==> config.mk <==
export PLATFORM = sky130hd
export DESIGN_NAME = dip_debounce
export DESIGN_NICKNAME = d
export VERILOG_FILES = /design/src/rtl/dip_debounce.sv
export SDC_FILE = /design/constraint.sdc
export NUM_CORES = 1
export LEC_CHECK = 0
export ABC_AREA = 0
export ABC_CLOCK_PERIOD_IN_PS = 2600
export BUFFER_PORTS_ARGS = -buffer_cell sky130_fd_sc_hd__buf_2
export CAP_MARGIN = 15
export CORE_UTILIZATION = 55
export CTS_CLUSTER_DIAMETER = 60
export CTS_CLUSTER_SIZE = 28
export DETAILED_ROUTE_END_ITERATION = 8
export HOLD_SLACK_MARGIN = 0.15
export PLACE_DENSITY = 0.77
export SLEW_MARGIN = 20
export SYNTH_ARGS = -nofsm -noshare
export SYNTH_HDL_FRONTEND = slang
export SYNTH_SLANG_ARGS = --single-unit
export TNS_END_PERCENT = 30
==> constraint.sdc <==
create_clock -name clk -period 2.6 [get_ports clk]
set_input_delay 0.26 -clock clk [delete_from_list [all_inputs] [get_ports clk]]
set_output_delay 0.26 -clock clk [all_outputs]
set_load 0.02 [all_outputs]
==> src/rtl/dip_debounce.sv <==
// dip_debounce: synchronises and debounces 64 raw active-low DIP switch lines
// (8 groups of 8) and presents clean, still active-low groups to the slave.
//
// Optional build macro: DIP_DEBOUNCE_IRQ_EN
//   defined   -> sticky irq raised when any group accepts a new value,
//                cleared by irq_ack (a new change in the same cycle wins)
//   undefined -> irq tied low, irq_ack ignored, no interrupt logic built
//
// Ports:
//   clk                      system clock
//   sys_rstn                 asynchronous active-low reset
//   dip_raw0..dip_raw7       raw switch groups, active-low, asynchronous to clk
//   dip_switch0..dip_switch7 debounced groups, active-low, registered
//   irq                      sticky "some group changed" request
//   irq_ack                  single-cycle clear of irq
module dip_debounce #(
   parameter int unsigned DEBOUNCE_CYCLES = 250000,
   parameter int unsigned CNT_W           = 18
) (
   input  logic       clk,
   input  logic       sys_rstn,
   input  logic [7:0] dip_raw0,
   input  logic [7:0] dip_raw1,
   input  logic [7:0] dip_raw2,
   input  logic [7:0] dip_raw3,
   input  logic [7:0] dip_raw4,
   input  logic [7:0] dip_raw5,
   input  logic [7:0] dip_raw6,
   input  logic [7:0] dip_raw7,
   output logic [7:0] dip_switch0,
   output logic [7:0] dip_switch1,
   output logic [7:0] dip_switch2,
   output logic [7:0] dip_switch3,
   output logic [7:0] dip_switch4,
   output logic [7:0] dip_switch5,
   output logic [7:0] dip_switch6,
   output logic [7:0] dip_switch7,
   output logic       irq,
   input  logic       irq_ack
);

   localparam int unsigned NG = 8;
   localparam int unsigned GW = 8;
   localparam logic [CNT_W-1:0] CNT_LAST = CNT_W'(DEBOUNCE_CYCLES - 1);

   logic [GW-1:0] raw_a    [NG];
   logic [GW-1:0] stable_a [NG];
   logic [NG-1:0] chg;

   assign raw_a[0] = dip_raw0;
   assign raw_a[1] = dip_raw1;
   assign raw_a[2] = dip_raw2;
   assign raw_a[3] = dip_raw3;
   assign raw_a[4] = dip_raw4;
   assign raw_a[5] = dip_raw5;
   assign raw_a[6] = dip_raw6;
   assign raw_a[7] = dip_raw7;

   // Outputs are the stable registers themselves.
   assign dip_switch0 = stable_a[0];
   assign dip_switch1 = stable_a[1];
   assign dip_switch2 = stable_a[2];
   assign dip_switch3 = stable_a[3];
   assign dip_switch4 = stable_a[4];
   assign dip_switch5 = stable_a[5];
   assign dip_switch6 = stable_a[6];
   assign dip_switch7 = stable_a[7];

   genvar g;
   for (g = 0; g < NG; g++) begin : g_grp
      logic [GW-1:0]    s1;
      logic [GW-1:0]    s2;
      logic [GW-1:0]    s2_d;
      logic [GW-1:0]    stable;
      logic [CNT_W-1:0] cnt;
      logic             take;
      logic             chg_q;

      // Per-group synchroniser, bounce detector and stability counter.
      // A completed count arms 'take'; the group is loaded one edge later
      // only if s2 is still unchanged, so any late bounce discards it.
      always_ff @(posedge clk or negedge sys_rstn) begin
         if (!sys_rstn) begin
            s1     <= '1;
            s2     <= '1;
            s2_d   <= '1;
            stable <= '1;
            cnt    <= '0;
            take   <= 1'b0;
            chg_q  <= 1'b0;
         end else begin
            s1    <= raw_a[g];
            s2    <= s1;
            s2_d  <= s2;
            take  <= 1'b0;
            chg_q <= 1'b0;
            if (s2 == stable) begin
               cnt <= '0;
            end else if (s2 != s2_d) begin
               cnt <= '0;
            end else if (take) begin
               stable <= s2;
               chg_q  <= 1'b1;
               cnt    <= '0;
            end else if (cnt == CNT_LAST) begin
               take <= 1'b1;
               cnt  <= '0;
            end else begin
               cnt <= cnt + CNT_W'(1);
            end
         end
      end

      assign stable_a[g] = stable;
      assign chg[g]      = chg_q;
   end

`ifdef DIP_DEBOUNCE_IRQ_EN
   // Sticky request; a change pulse takes priority over a coincident ack.
   always_ff @(posedge clk or negedge sys_rstn) begin
      if (!sys_rstn) begin
         irq <= 1'b0;
      end else if (|chg) begin
         irq <= 1'b1;
      end else if (irq_ack) begin
         irq <= 1'b0;
      end
   end
`else
   logic       unused_ack;
   logic [NG-1:0] unused_chg;
   assign unused_ack = irq_ack;
   assign unused_chg = chg;
   assign irq        = 1'b0;
`endif

endmodule

# Yosys cells after proc, flatten, opt, wreduce, memory -nomap -nowiden

Index checks and enable logic that the tools add are counted.

Add/sub/neg operators: 8
Equal/unequal tests: 24
Muxes and demuxes: 64
Bitwise operators: 16
Reduce and logical (&&, ||, !) cells: 8

Operators with widths:

| operator                | count |
|---|---|
| $mux W18                | 32 |
| $add A18 B1 Y18 const B | 8 |
| $eq A18 B18 Y1 const B  | 8 |
| $eq A8 B8 Y1            | 8 |
| $ne A8 B8 Y1            | 8 |
| $mux W1                 | 32 |
| $reduce_and A3 Y1       | 8 |
| $not A1 Y1              | 16 |

Register bits: 408
Bits of input ports: 67
Logic and storage cells: 168

# Depth between registers and ports, before layout

Gate-level depths: netlist (run 1).

Depth in word-level cells: 5
Depth in mapped cells: 7
Depth with buffers taken out: 5

# Worst setup path before layout (run 1)

OpenSTA, ideal clock, no wires.

Path kind: reg-to-reg
Start: register g_grp[6].cnt[5]
End: register g_grp[6].cnt[13]
Arrival: 1.882 ns
Slack: 0.597 ns
Cell stages (with the launch flop): 6
Buffers on the path: 1
Period minus slack after synthesis: 2.003 ns
Cell sequence: dfrtp_1 > nand4_4 > or3_1 > buf_2 > or4_1 > a2111oi_1

Longest elaborated chain between the ends: 5

Ends and longest elaborated chain:

| element                                           | line     | text |
|---|---|---|
| start: declaration                                | 75       | `logic [CNT_W-1:0] cnt;` |
| start signal: assignment                          | 109      | `cnt <= cnt + CNT_W'(1);` |
| $add A18 B1 Y18 or $eq A18 B18 Y1 (tied branches) | 109, 105 |  |
| $mux W18 *                                        | 105      | `end else if (cnt == CNT_LAST) begin` |
| $mux W18 *                                        | 101      | `end else if (take) begin` |
| $mux W18 *                                        | 99       | `end else if (s2 != s2_d) begin` |
| $mux W18 *                                        | 97       | `if (s2 == stable) begin` |

Every way passes the cells marked *; elsewhere a longest branch is shown, timed or not.
A chain may end at the register's enable or synchronous reset.

# Worst setup path after layout (run 1)

Start: register g_grp[7].s2[7]
End: register g_grp[7].stable[2] (netlist: dip_switch7[2])

Longest elaborated chain between the ends: 3

Ends and longest elaborated chain:

| element                                      | line   | text |
|---|---|---|
| start: declaration                           | 72     | `logic [GW-1:0] s2;` |
| start signal: assignment                     | 85     | `s2 <= '1;` |
| start signal: assignment                     | 93     | `s2 <= s1;` |
| $ne A8 B8 Y1 or $eq A8 B8 Y1 (tied branches) | 99, 97 |  |
| $not A1 Y1 (no source line)                  | --     |  |
| $reduce_and A3 Y1 (no source line) *         | --     |  |
| end signal: assignment                       | 87     | `stable <= '1;` |
| end signal: assignment                       | 102    | `stable <= s2;` |
| end: declaration                             | 74     | `logic [GW-1:0] stable;` |

Marked as above.

==> flow_summary.toml, run 1 <==
[outcome]
status = "complete, no violations"

[setup_path]
path_class = "reg2reg"
slowest_stage = "o2111ai_1"
cp_max_fo = 8
critPathLaunchType = "flop"
cp_top_family = "compound AO/OA/AOI/OAI gates"
end_kind = "flop"
path_buf_inv = 0
critPathRequiredTime_ps = 3090
cpPeakStageDelay_ps = 860
path_cells = "xnor2_1 > nand4_1 > o2111ai_1 > mux2_2"
arrival_ps = 2760

[synthesis]
synthDistinctLibCells = 49
synth-seq-cells = 408
synth-seq-area-share = 0.633
netlist_area_um2 = 16600
synth_top_cell_area_share = 0.404
avgSynthCellArea_um2 = 13.1
syn_inst = 1271
syn_nets = 1346
synth.top_cells.by_area = "dfstp_2, dfrtp_1, xnor2_1"
synth_warnings = 0
synth_area_leader_cell = "dfstp_2"

[detailed_routing]
postRouteAntennaNets = 0
drc_errors = 0
first_pass_iters = 5
avgViaCountPerCell = 5.54
totalWireLength_um = 30200
vias = 10600
drt_iter0_markers = 523
avgRoutedWirePerCell_um = 15.8

[layout]
final_cells = 1912
fin_area_um2 = 19600
layout-drive-gt1-share = 0.361
diodes = 0
syn_to_final_growth_pct = 17.7
fillCellCount = 2160
layout.nets = 1577

[clock_network]
cts_sinks = 408
cts_setup_buffers = 0
htreeDepth = 1
clockBufferDepth = 3
clk_pin_slew_ps = 100
cts_tree = "done"
cts_hold_buf = 65
ctsResizeCount = 0
clock_latency_ps = 560
cts_root_buf = "clkbuf_16"
cts_buffers = 26

[power]
power_frac_comb = 0.036
p_sw_mw = 2.76
seqPwrFrac = 0.577
p_leak_nw = 7.63
p_per_area_nw_per_um2 = 596
power.share.clock = 0.387
intPower_mw = 8.92
swShare = 0.236
ir_drop_mv = 0.554

[die]
die_area_um2 = 31000
start_util = 0.560
rows = 63
dieWidth_um = 176
ios = 132
core_um2 = 29700
die_y_um = 176

[flow_run]
maxCapViolCount = 0

[placement]
numPortBuffers = 129
hpwl_um = 19800
place_congestion = 0.846
post_dp_cell_area_um2 = 18000
dpl.cell_count = 1799

[sta]
fin_tns_setup_ps = 0
period_share = 0.874
worst_pin_slew_ps = 1000
post-route-min-period_ps = 2270
relSlewSlack = 0.331
clock.fmax_mhz = 440
whs_ps = 302
finalHoldViolCount = 0
finalSetupViolations = 0
finalClockSkew_ps = 17.3
rsz0062_at_grt = "false"
maxSlewViolCount = 0

[global_route]
grt_pass1_wl_um = 51700
grtUsageTotal = 0.201
antenna_found_initial = 0
grt_max_degree = 88
grt_overflow = 0
grt_pass1_vias = 10700

[worst_hold_path]
hold_class = "in2async"
## flip-flops by register name (all words and copies together), names as in the netlist, 64 cells and up
register,flops
g_grp.s2,64
g_grp.cnt,144
g_grp.s2_d,64
g_grp.s1,64
## synth_stat cells (all sizes together)
| cell | number |
|---|---|
| nand3 | 48 |
| nor3b | 10 |
| nor4 | 61 |
| nor2 | 19 |
| or3b | 3 |
| conb | 1 |
| and4 | 7 |
| a2111oi | 4 |
| ha | 8 |
| or2 | 6 |
| dfstp | 256 |
| xnor2 | 122 |
| nand2b | 1 |
| o21ai | 10 |
| and3 | 10 |
| nor2b | 1 |
| a211oi | 30 |
| o41ai | 4 |
| nor3 | 106 |
| mux2 | 64 |
| o2111ai | 14 |
| or4b | 1 |
| o31ai | 17 |
| or3 | 15 |
| nand4 | 51 |
| and2 | 3 |
| a31o | 4 |
| dlygate4sd1 | 1 |
| nor4b | 6 |
| o211ai | 4 |
| clkbuf | 22 |
| nand3b | 4 |
| nand2 | 52 |
| nor4bb | 2 |
| xor2 | 100 |
| buf | 3 |
| inv | 28 |
| dfrtp | 152 |
| or4 | 21 |
## cells in the final DEF, fill, tap and decap left out, drive strengths merged, types with 39 or more instances in the layout
master	n
dfstp	256
buf	164
dfrtp	152
xnor2	122
nor3	106
xor2	100
dlygate4sd3	65
mux2	64
nor4	61
nand2	52
nand4	51
nand3	48
inv	39
## per-stage QoR
step           setup slack (ps)  utilization  total power [mW]
3_5_place_dp                360        0.606              7.20
6_report                    327        0.659              11.7
3_3_place_gp                449        0.606              7.18
5_1_grt                     160        0.659              12.1
4_1_cts                     344        0.659              11.8
2_1_floorplan               597            -              6.95
## area by class of cell
type | count | area (um^2) | share of cell area
Sequential cell | 408 | 10500 | 0.537
Multi-Input combinational cell | 809 | 5900 | 0.301
Timing Repair Buffer | 229 | 1630 | 0.0833
Clock buffer | 28 | 679 | 0.0347
Tap cell | 390 | 488 | 0.0249
Clock inverter | 20 | 262 | 0.0133
Inverter | 28 | 105 | 0.00536
## per-layer routing
metal / wire (um) / vias to the layer above / GRT usage
met5: 0 / - / 0
met3: 931 / 34 / 0.0273
met1: 13900 / 5311 / 0.279
met4: 454 / 0 / 0.0391
met2: 15000 / 158 / 0.343
li1: - / 5080 / -
## final timing paths
check | start | end | slack [ps] | cells after the start
max | g_grp[7].s2[7] | dip_switch7[2] | 330 | 4
min | sys_rstn | g_grp[1].cnt[12] | 300 | 2
max reg2reg | g_grp[7].s2[7] | dip_switch7[2] | 330 | 4
min reg2reg | g_grp[2].s1[4] | g_grp[2].s2[4] | 350 | 0
max in group asynchronous | sys_rstn | g_grp[2].s2_d[1] | 1390 | 3
min in group clk | dip_raw7[5] | g_grp[7].s1[5] | 330 | 2
## worst register-to-register path: cells and delay by family (launching register included)
kind	cells	cell delay, ps
simple gates	1	170
xor+xnor	1	140
flops	1	600
mux	1	440
compound gates	1	860
## power groups by stage
stage	clock, mW	combinational [mW]	sequential [mW]
6_report	4.51	0.423	6.74
2_1_floorplan	0	0.128	6.82
4_1_cts	4.66	0.432	6.74
3_5_place_dp	0	0.352	6.85
3_3_place_gp	0	0.343	6.84
5_1_grt	4.90	0.479	6.76
## cell families after synthesis
kind of cell,after synthesis,share of synthesized area
other,1,0.000225
flip-flops,408,0.633
adder cells (fa/ha/maj),8,0.00601
AND/OR/NAND/NOR,427,0.147
multiplexers,64,0.0433
buffers and inverters,54,0.0128
XOR/XNOR,222,0.117
AO/OA/AOI/OAI,87,0.0407
Note: power is estimated with default switching activity, not from simulation.
==> run 2, diff against run 1 <==
ABC_CLOCK_PERIOD_IN_PS = 2500   (was 2600)
clock period = 2.5 ns   (was 2.6 ns; I/O delays follow)
==> run 2 against run 1 <==
  * Final cell count rose by 0.10%
  * Worst setup slack got worse by 27 ps
  * Critical path depth rose by 1
  * Die area did not move
  * Hold slack got worse by 42 ps
  * Critical path type unchanged
  * Largest cell class unchanged
==> flow_summary.toml, run 2 (synthesis gave the netlist of run 1 again) <==
[outcome]
status = "complete, no violations"

[die]
die_y_um = 176
start_util = 0.560
ios = 132
rows = 63
dieWidth_um = 176
core_um2 = 29700
die_area_um2 = 31000

[detailed_routing]
drt_iter0_markers = 540
vias = 10500
postRouteAntennaNets = 0
drc_errors = 0
avgRoutedWirePerCell_um = 15.7
first_pass_iters = 7
totalWireLength_um = 30000
avgViaCountPerCell = 5.51

[sta]
rsz0062_at_grt = "false"
fin_ws_ps = 300
finalHoldViolCount = 0
maxSlewViolCount = 0
whs_ps = 261
fin_tns_setup_ps = 0
period_share = 0.880
worst_pin_slew_ps = 896
finalSetupViolations = 0
clock.fmax_mhz = 455
post-route-min-period_ps = 2200
relSlewSlack = 0.402
finalClockSkew_ps = 18.8

[global_route]
top_usage_layer = "met2"
grt_pass1_wl_um = 51200
met1_usage = 0.271
use_met3 = 0.0297
grt_pass1_vias = 10600
met2_usage = 0.340
grt_overflow = 0
grt_max_degree = 90
antenna_found_initial = 0
grtUsageTotal = 0.199

[clock_network]
cts_buffers = 28
ctsResizeCount = 0
cts_sinks = 408
cts_tree = "done"
cts_root_buf = "clkbuf_16"
clockBufferDepth = 3
clk_pin_slew_ps = 90
htreeDepth = 1
clock_latency_ps = 570
cts_setup_buffers = 0

[setup_path]
end_kind = "flop"
cpPeakStageDelay_ps = 430
critPathLaunchType = "flop"
path_cells = "ha_1 > nand4_1 > nor4_1 > or3b_1 > a2111oi_0"
path_class = "reg2reg"
cp_top_family = "simple AND/OR/NAND/NOR gates"
path_buf_inv = 0
slowest_stage = "nor4_1"
cp_max_fo = 4
arrival_ps = 2630
critPathRequiredTime_ps = 2930

[placement]
post_dp_cell_area_um2 = 18000
place_congestion = 0.846
place_ws_ps = 322
hpwl_um = 19700
numPortBuffers = 129
dpl.cell_count = 1797

[power]
power_mw = 12.7
p_leak_nw = 7.69
p_per_area_nw_per_um2 = 644
ir_drop_mv = 0.586

[flow_run]
maxCapViolCount = 0

[layout]
final_cell_mix = "dfstp_2, dfrtp_1, buf_2"
regArea_um2 = 10500
diodes = 0
layout-drive-gt1-share = 0.362
syn_to_final_growth_pct = 18.5
final_cells = 1914
top_register = "g_grp.cnt"
layout.nets = 1577
multi_input_area_um2 = 5900
largest_register_ffs = 144
fillCellCount = 2135
final_util = 0.663
fin_area_um2 = 19700
final_common_cell = "dfstp_2"

[worst_hold_path]
hold_class = "in2async"
## run 2: changes by cell type in the layout (fill, tap and decap cells not counted)
cell	previous run	this run
clkinv_4	3	1
inv_12	6	5
clkbuf_16	27	29
inv_8	1	2
inv_6	3	2
clkinvlp_4	2	0
clkinv_16	0	1
bufinv_16	0	2
buf_12	5	3
clkinv_2	0	1
inv_16	1	4
## run 2: timing repair
action / 4_1_cts / 5_1_grt
hold endpoints to repair: 224 / 0
hold buffers: 65 / 0
endpoints found under the setup margin: 0 / 0
## run 2: area by class of cell
cell class              count  area share
flip-flops and latches    408       0.534
well taps                 390      0.0248
repair buffers            227      0.0807
clock buffers              30      0.0370
inverters                  28     0.00533
multi-input cells         809       0.299
clock inverters            22      0.0188
## run 2: metal layers
metal / vias up / wire (um) / share of wire
met5: - / 0 / 0
met4: 0 / 482 / 0.016
met3: 35 / 937 / 0.031
met2: 149 / 15000 / 0.50
met1: 5278 / 13600 / 0.45
li1: 5080 / - / -
## run 2: report_power, final
part / internal (mW) / total [mW] / switching (mW)
combinational: 0.204 / 0.430 / 0.226
sequential: 6.89 / 7.01 / 0.120
clock: 2.58 / 5.25 / 2.67
total: 9.68 / 12.7 / 3.02
## run 2: worst paths after layout
path                                  from               end  slack (ps)  cells after the start
max reg2reg                g_grp[6].cnt[0]  g_grp[6].cnt[16]         300                      5
min                               sys_rstn  g_grp[3].cnt[15]         260                      2
max in group asynchronous         sys_rstn    g_grp[2].s1[2]        1420                      3
max                        g_grp[6].cnt[0]  g_grp[6].cnt[16]         300                      5
min reg2reg                 g_grp[2].s1[2]    g_grp[2].s2[2]         350                      0
min in group clk               dip_raw7[2]    g_grp[7].s1[2]         310                      2
